### src/rtl/stream_rr_arbiter_pkg.sv
// Shared types and helpers for the stream round-robin arbiter.
// Holds the packet-lock FSM state encoding and the source-index width function.
package stream_rr_arbiter_pkg;

  typedef enum logic {
    ST_IDLE   = 1'b0,
    ST_LOCKED = 1'b1
  } arb_state_t;

  // Index width for NUM_IN inputs; never below one bit so m_src always exists.
  function automatic int clog2_num(input int n);
    return (n <= 2) ? 1 : $clog2(n);
  endfunction

endpackage

### src/rtl/stream_rr_arbiter_rr_grant.sv
// Combinational rotate-priority picker: the first requester at or after ptr
// (wrapping from NUM_IN-1 to 0) is granted, as a one-hot vector and an index.
module rr_grant
  import stream_rr_arbiter_pkg::*;
#(
  parameter int NUM_IN = 4,
  localparam int IDX_W = clog2_num(NUM_IN)
) (
  input  logic [NUM_IN-1:0] req,
  input  logic [IDX_W-1:0]  ptr,
  output logic [NUM_IN-1:0] grant,
  output logic [IDX_W-1:0]  grant_idx,
  output logic              grant_any
);

  logic [IDX_W:0]      pos_s;
  logic [NUM_IN-1:0]   grant_s;
  logic [IDX_W-1:0]    idx_s;
  logic                found_s;

  // Walk the rotated priority order and latch onto the first active request.
  always_comb begin
    grant_s = '0;
    idx_s   = '0;
    found_s = 1'b0;
    pos_s   = '0;
    for (int off = 0; off < NUM_IN; off++) begin
      pos_s = {1'b0, ptr} + (IDX_W+1)'(off);
      if (pos_s >= (IDX_W+1)'(NUM_IN)) begin
        pos_s = pos_s - (IDX_W+1)'(NUM_IN);
      end else begin
        pos_s = pos_s;
      end
      if (!found_s && req[pos_s[IDX_W-1:0]]) begin
        found_s                  = 1'b1;
        grant_s[pos_s[IDX_W-1:0]] = 1'b1;
        idx_s                    = pos_s[IDX_W-1:0];
      end else begin
        found_s = found_s;
      end
    end
  end

  assign grant     = grant_s;
  assign grant_idx = idx_s;
  assign grant_any = found_s;

endmodule

### src/rtl/stream_rr_arbiter.sv
// Round-robin arbiter merging NUM_IN valid/ready streams into one registered output.
// Define STREAM_RR_ARBITER_PKT_LOCK_EN to hold the grant for a whole packet (s_last framed).
module stream_rr_arbiter
  import stream_rr_arbiter_pkg::*;
#(
  parameter int NUM_IN     = 4,
  parameter int DATA_WIDTH = 8,
  localparam int IDX_W     = clog2_num(NUM_IN)
) (
  input  logic                         clk,
  input  logic                         rst,
  input  logic [NUM_IN-1:0]            s_valid,
  output logic [NUM_IN-1:0]            s_ready,
  input  logic [NUM_IN*DATA_WIDTH-1:0] s_data,
  input  logic [NUM_IN-1:0]            s_last,
  output logic                         m_valid,
  input  logic                         m_ready,
  output logic [DATA_WIDTH-1:0]        m_data,
  output logic                         m_last,
  output logic [IDX_W-1:0]             m_src
);

  logic                  m_valid_r;
  logic [DATA_WIDTH-1:0] m_data_r;
  logic                  m_last_r;
  logic [IDX_W-1:0]      m_src_r;
  logic [IDX_W-1:0]      ptr_r;
  logic [IDX_W-1:0]      ptr_nxt_s;
  logic [NUM_IN-1:0]     req_s;
  logic [NUM_IN-1:0]     grant_s;
  logic [IDX_W-1:0]      grant_idx_s;
  logic                  grant_any_s;
  logic                  load_s;
  logic [DATA_WIDTH-1:0] sel_data_s;
  logic                  sel_last_s;
  logic [IDX_W-1:0]      idx_inc_s;

`ifdef STREAM_RR_ARBITER_PKT_LOCK_EN
  arb_state_t            state_r;
  arb_state_t            state_nxt_s;
  logic [IDX_W-1:0]      lock_idx_r;
  logic [IDX_W-1:0]      lock_idx_nxt_s;
  logic [NUM_IN-1:0]     lock_mask_s;

  // While locked only the locked input may compete, so others see no s_ready.
  always_comb begin
    lock_mask_s = '0;
    for (int i = 0; i < NUM_IN; i++) begin
      lock_mask_s[i] = (lock_idx_r == IDX_W'(i));
    end
    if (state_r == ST_LOCKED) begin
      req_s = s_valid & lock_mask_s;
    end else begin
      req_s = s_valid;
    end
  end
`else
  assign req_s = s_valid;
`endif

  rr_grant #(.NUM_IN(NUM_IN)) u_rr_grant (
    .req       (req_s),
    .ptr       (ptr_r),
    .grant     (grant_s),
    .grant_idx (grant_idx_s),
    .grant_any (grant_any_s)
  );

  assign load_s  = grant_any_s && (!m_valid_r || m_ready) && !rst;
  assign s_ready = load_s ? grant_s : {NUM_IN{1'b0}};

  // One-hot AND-OR mux of the granted payload and end-of-packet flag.
  always_comb begin
    sel_data_s = '0;
    sel_last_s = 1'b0;
    for (int i = 0; i < NUM_IN; i++) begin
      sel_data_s = sel_data_s | ({DATA_WIDTH{grant_s[i]}} & s_data[i*DATA_WIDTH +: DATA_WIDTH]);
      sel_last_s = sel_last_s | (grant_s[i] & s_last[i]);
    end
  end

  assign idx_inc_s = (grant_idx_s == IDX_W'(NUM_IN-1)) ? IDX_W'(0) : grant_idx_s + IDX_W'(1);

  // Next priority pointer and, with packet lock, the lock FSM.
  always_comb begin
    ptr_nxt_s = ptr_r;
`ifdef STREAM_RR_ARBITER_PKT_LOCK_EN
    state_nxt_s    = state_r;
    lock_idx_nxt_s = lock_idx_r;
    if (load_s && sel_last_s) begin
      ptr_nxt_s = idx_inc_s;
    end else begin
      ptr_nxt_s = ptr_r;
    end
    case (state_r)
      ST_IDLE: begin
        if (load_s && !sel_last_s) begin
          state_nxt_s    = ST_LOCKED;
          lock_idx_nxt_s = grant_idx_s;
        end else begin
          state_nxt_s = ST_IDLE;
        end
      end
      ST_LOCKED: begin
        if (load_s && sel_last_s) begin
          state_nxt_s = ST_IDLE;
        end else begin
          state_nxt_s = ST_LOCKED;
        end
      end
      default: begin
        state_nxt_s = ST_IDLE;
      end
    endcase
`else
    if (load_s) begin
      ptr_nxt_s = idx_inc_s;
    end else begin
      ptr_nxt_s = ptr_r;
    end
`endif
  end

  // Arbitration state registers.
  always_ff @(posedge clk) begin
    if (rst) begin
      ptr_r <= '0;
`ifdef STREAM_RR_ARBITER_PKT_LOCK_EN
      state_r    <= ST_IDLE;
      lock_idx_r <= '0;
`endif
    end else begin
      ptr_r <= ptr_nxt_s;
`ifdef STREAM_RR_ARBITER_PKT_LOCK_EN
      state_r    <= state_nxt_s;
      lock_idx_r <= lock_idx_nxt_s;
`endif
    end
  end

  // Output register stage; payload is held when the beat drains without refill.
  always_ff @(posedge clk) begin
    if (rst) begin
      m_valid_r <= 1'b0;
      m_data_r  <= '0;
      m_last_r  <= 1'b0;
      m_src_r   <= '0;
    end else if (load_s) begin
      m_valid_r <= 1'b1;
      m_data_r  <= sel_data_s;
      m_last_r  <= sel_last_s;
      m_src_r   <= grant_idx_s;
    end else if (m_ready) begin
      m_valid_r <= 1'b0;
    end
  end

  assign m_valid = m_valid_r;
  assign m_data  = m_data_r;
  assign m_last  = m_last_r;
  assign m_src   = m_src_r;

endmodule

### config.mk
export PLATFORM = sky130hd
export DESIGN_NAME = stream_rr_arbiter
export DESIGN_NICKNAME = d
export VERILOG_FILES = /design/src/rtl/stream_rr_arbiter_pkg.sv /design/src/rtl/stream_rr_arbiter_rr_grant.sv /design/src/rtl/stream_rr_arbiter.sv
export SDC_FILE = /design/constraint.sdc
export NUM_CORES = 1
export LEC_CHECK = 0
export CORE_MARGIN = 1.5
export CORE_UTILIZATION = 42
export CTS_CLUSTER_DIAMETER = 120
export DETAILED_ROUTE_END_ITERATION = 10
export PLACE_DENSITY = 0.85
export RECOVER_POWER = 100
export SYNTH_ARGS = -nofsm -noshare
export SYNTH_HDL_FRONTEND = slang
export SYNTH_HIERARCHICAL = 1
export SYNTH_SLANG_ARGS = --single-unit
### constraint.sdc
create_clock -name clk -period 8.7 [get_ports clk]
set_input_delay 2.61 -clock clk [delete_from_list [all_inputs] [get_ports clk]]
set_output_delay 2.61 -clock clk [all_outputs]
set_load 0.02 [all_outputs]
==> flow_summary.yaml <==
drt:
  dr.pass1.iters: 4
  drt-wirelength-per-cell_um: 15.8
  drt_iter0_markers: 34
  ant_nets: 0
  vias_per_cell: 6.10
  drt-total-wl_mm: 3.33
  dr_total_vias: 1288
  drc_errors: 0
sta:
  drv_slew: 0
  setup_violations: 0
  post-route-period-util_pct: 94.5
  slew_headroom_pct: 57.3
  fin_skew_ns: 0.00493
  min_period_ns: 8.22
  rsz0062_at_grt: "no"
  fmax_ghz: 0.122
  setup_slack_ns: 0.476
  report.final.hold_viol_count: 0
  fin_tns_setup_ns: 0
  worst_pin_slew_ns: 0.638
pwr:
  p_leak_nw: 0.657
  peakVddDrop_v: 0.000186
  power_density_nw_per_um2: 290
  power.total_mw: 0.505
setup_path:
  cp-end-kind: "output pin"
  startpoint_type: "primary input"
  r2r_slack_ns: 5.22
  worstPathArrival_ns: 5.61
  r2r-end: "m_last"
  critPathKind: "in2out"
  cp_data_required_time_ns: 6.09
  regToRegStartpoint: "ptr_r[0]"
  startpoint: "s_valid[3]"
  worst_r2r_path_depth: 9
  critPathMaxFanout: 13
grt:
  antenna_found_initial: 0
  grt_overflow: 0
  grt_max_degree: 19
  track_usage_pct: 23.2
  first_global_vias: 1144
  grt_pass1_wl_mm: 4.96
place:
  dp_hpwl_mm: 2.53
  place_congestion: 0.803
  dp_worst_setup_slack_ns: 0.666
  io_buffers: 58
finish:
  final_util_pct: 69.6
  area_growth_syn_to_layout_pct: 54.9
  final_cell_mix: "41 x clkdlybuf4s50_1, 26 x a22oi_1, 17 x dlygate4sd3_1, 15 x a21oi_1, 14 x dfxtp_1"
  final_nets: 232
  layout-drive-gt1-share_pct: 7.18
  fill_cells: 186
  final_common_cell: "clkdlybuf4s50_1"
  antenna_cells: 0
cts:
  post_cts_buffers: 0
  clkSlewWorstSetupHoldPaths_ns: 0.08
  cts_tree: "done"
  cts.htree.levels: 1
  clock-sinks: 14
  root_buffer: "clkbuf_4"
  cts_resized: 0
  clkLatencyLatePin_ns: 0.27
  clock_path_buffers: 2
  cts_buffers: 3
  ctsHoldBuffers: 0
logic_synthesis:
  synth_area_um2: 1120
  synth-seq-cells: 14
  synth_fp_nets: 175
  synth.avg_cell_area_um2: 8.92
  syn_inst: 126
  synth_cell_types: 31
  synthArstFlopShare_pct: 0
  synthTopCellsByArea: "dfxtp_1 25%, a22oi_1 17%, a311oi_1 7.0%"
  yosysSeqAreaShare_pct: 24.9
  synthFlopType: "dfxtp_1"
  synth_top_area_share_pct: 24.9
  synth_edf_count: 0
  yosys.area.top_type: "dfxtp_1"
  yosys_warnings: 6
job:
  max-cap-violations: 0
floorplanning:
  coreArea_um2: 2500
  ios: 59
  row_count: 18
  die_width_um: 54.7
  dieArea_um2: 2990
  start_util_pct: 44.9
  die_h_um: 54.7
hold_path:
  whs_endpoint: "m_src[1]"
  hold_path_class: "reg2reg"
  hold_path.startpoint: "m_src[1]"
  holdPathStages: 2
status:
  outcome: "finished, final reports clean"
-- synthesized netlist by cell type, types with 2 or more instances --
cell type / instances
a21oi_1: 15
a311oi_1: 9
buf_6: 2
nor3b_1: 4
nand3_1: 3
clkbuf_1: 3
nor2_1: 3
nand2_1: 2
nand2b_1: 2
ha_1: 6
o21ai_0: 9
mux4_2: 2
inv_1: 4
a22oi_1: 26
mux2_2: 2
mux4_1: 2
buf_1: 5
dfxtp_1: 14
-- critical path: stages --
cell and delay, ns:
dlygate4sd3_1 0.60, mux4_2 0.64, nor4b_4 0.43, a22oi_1 0.14
o21ai_0 0.11, buf_4 0.21, nor3b_1 0.17, dlygate4sd3_1 0.70
-- sequential cells by signal (all words and copies together), names as in the netlist --
| signal | cells |
|---|---|
| m_valid | 1 |
| m_data | 8 |
| m_src | 2 |
| m_last | 1 |
| ptr_r | 2 |
-- through the flow --
stage               hold slack [ns]  instances  instance area (µm²)
finish                        0.478        211                 1740
global route                  0.520        211                 1740
CTS                           0.482        211                 1740
detailed placement            0.469        208                 1720
global placement              0.463        208                 1720
floorplan                     0.512        126                 1120
-- kinds of logic (layout without fill, tap and decap cells) --
logic type | count (synthesis) | in the layout | synth area share [%]
muxes | 7 | 7 | 11.6
buffers and inverters | 16 | 71 | 6.79
AOI/OAI and AO/OA | 63 | 63 | 38.1
DFF | 14 | 14 | 24.9
adders and majority gates | 6 | 6 | 6.68
and+or+nand+nor | 20 | 20 | 11.9
-- worst max-delay path by stage --
stage / depth (start not counted) / end
6_report: 8 / s_ready[1]
5_1_grt: 8 / s_ready[1]
4_1_cts: 8 / s_ready[1]
3_5_place_dp: 8 / s_ready[1]
3_3_place_gp: 8 / s_ready[0]
2_1_floorplan: 7 / s_ready[3]
-- area by class of cell --
class                   instances  area (µm²)  area share (%)
flip-flops and latches         14         280            16.1
repair buffers                 63         614            35.3
well taps                      30        37.5            2.16
multi-input cells              96         767            44.1
clock buffers                   3        22.5            1.29
inverters                       5        18.8            1.08
-- metal layers --
layer	vias to the layer above	share of wire, %	global-route usage (%)	wire length [µm]
li1	622	-	-	-
met1	603	42	28.1	1410
met4	0	0.69	10.0	23
met5	-	0	0	0
met3	4	8.4	6.28	281
met2	59	48	38.1	1610
-- power by group --
part | internal, mW | switching [mW] | total (mW)
logic | 0.163 | 0.187 | 0.350
clock network | 0.0160 | 0.0200 | 0.0360
registers | 0.0928 | 0.0254 | 0.118
Note: power is estimated with default switching activity, not from simulation.
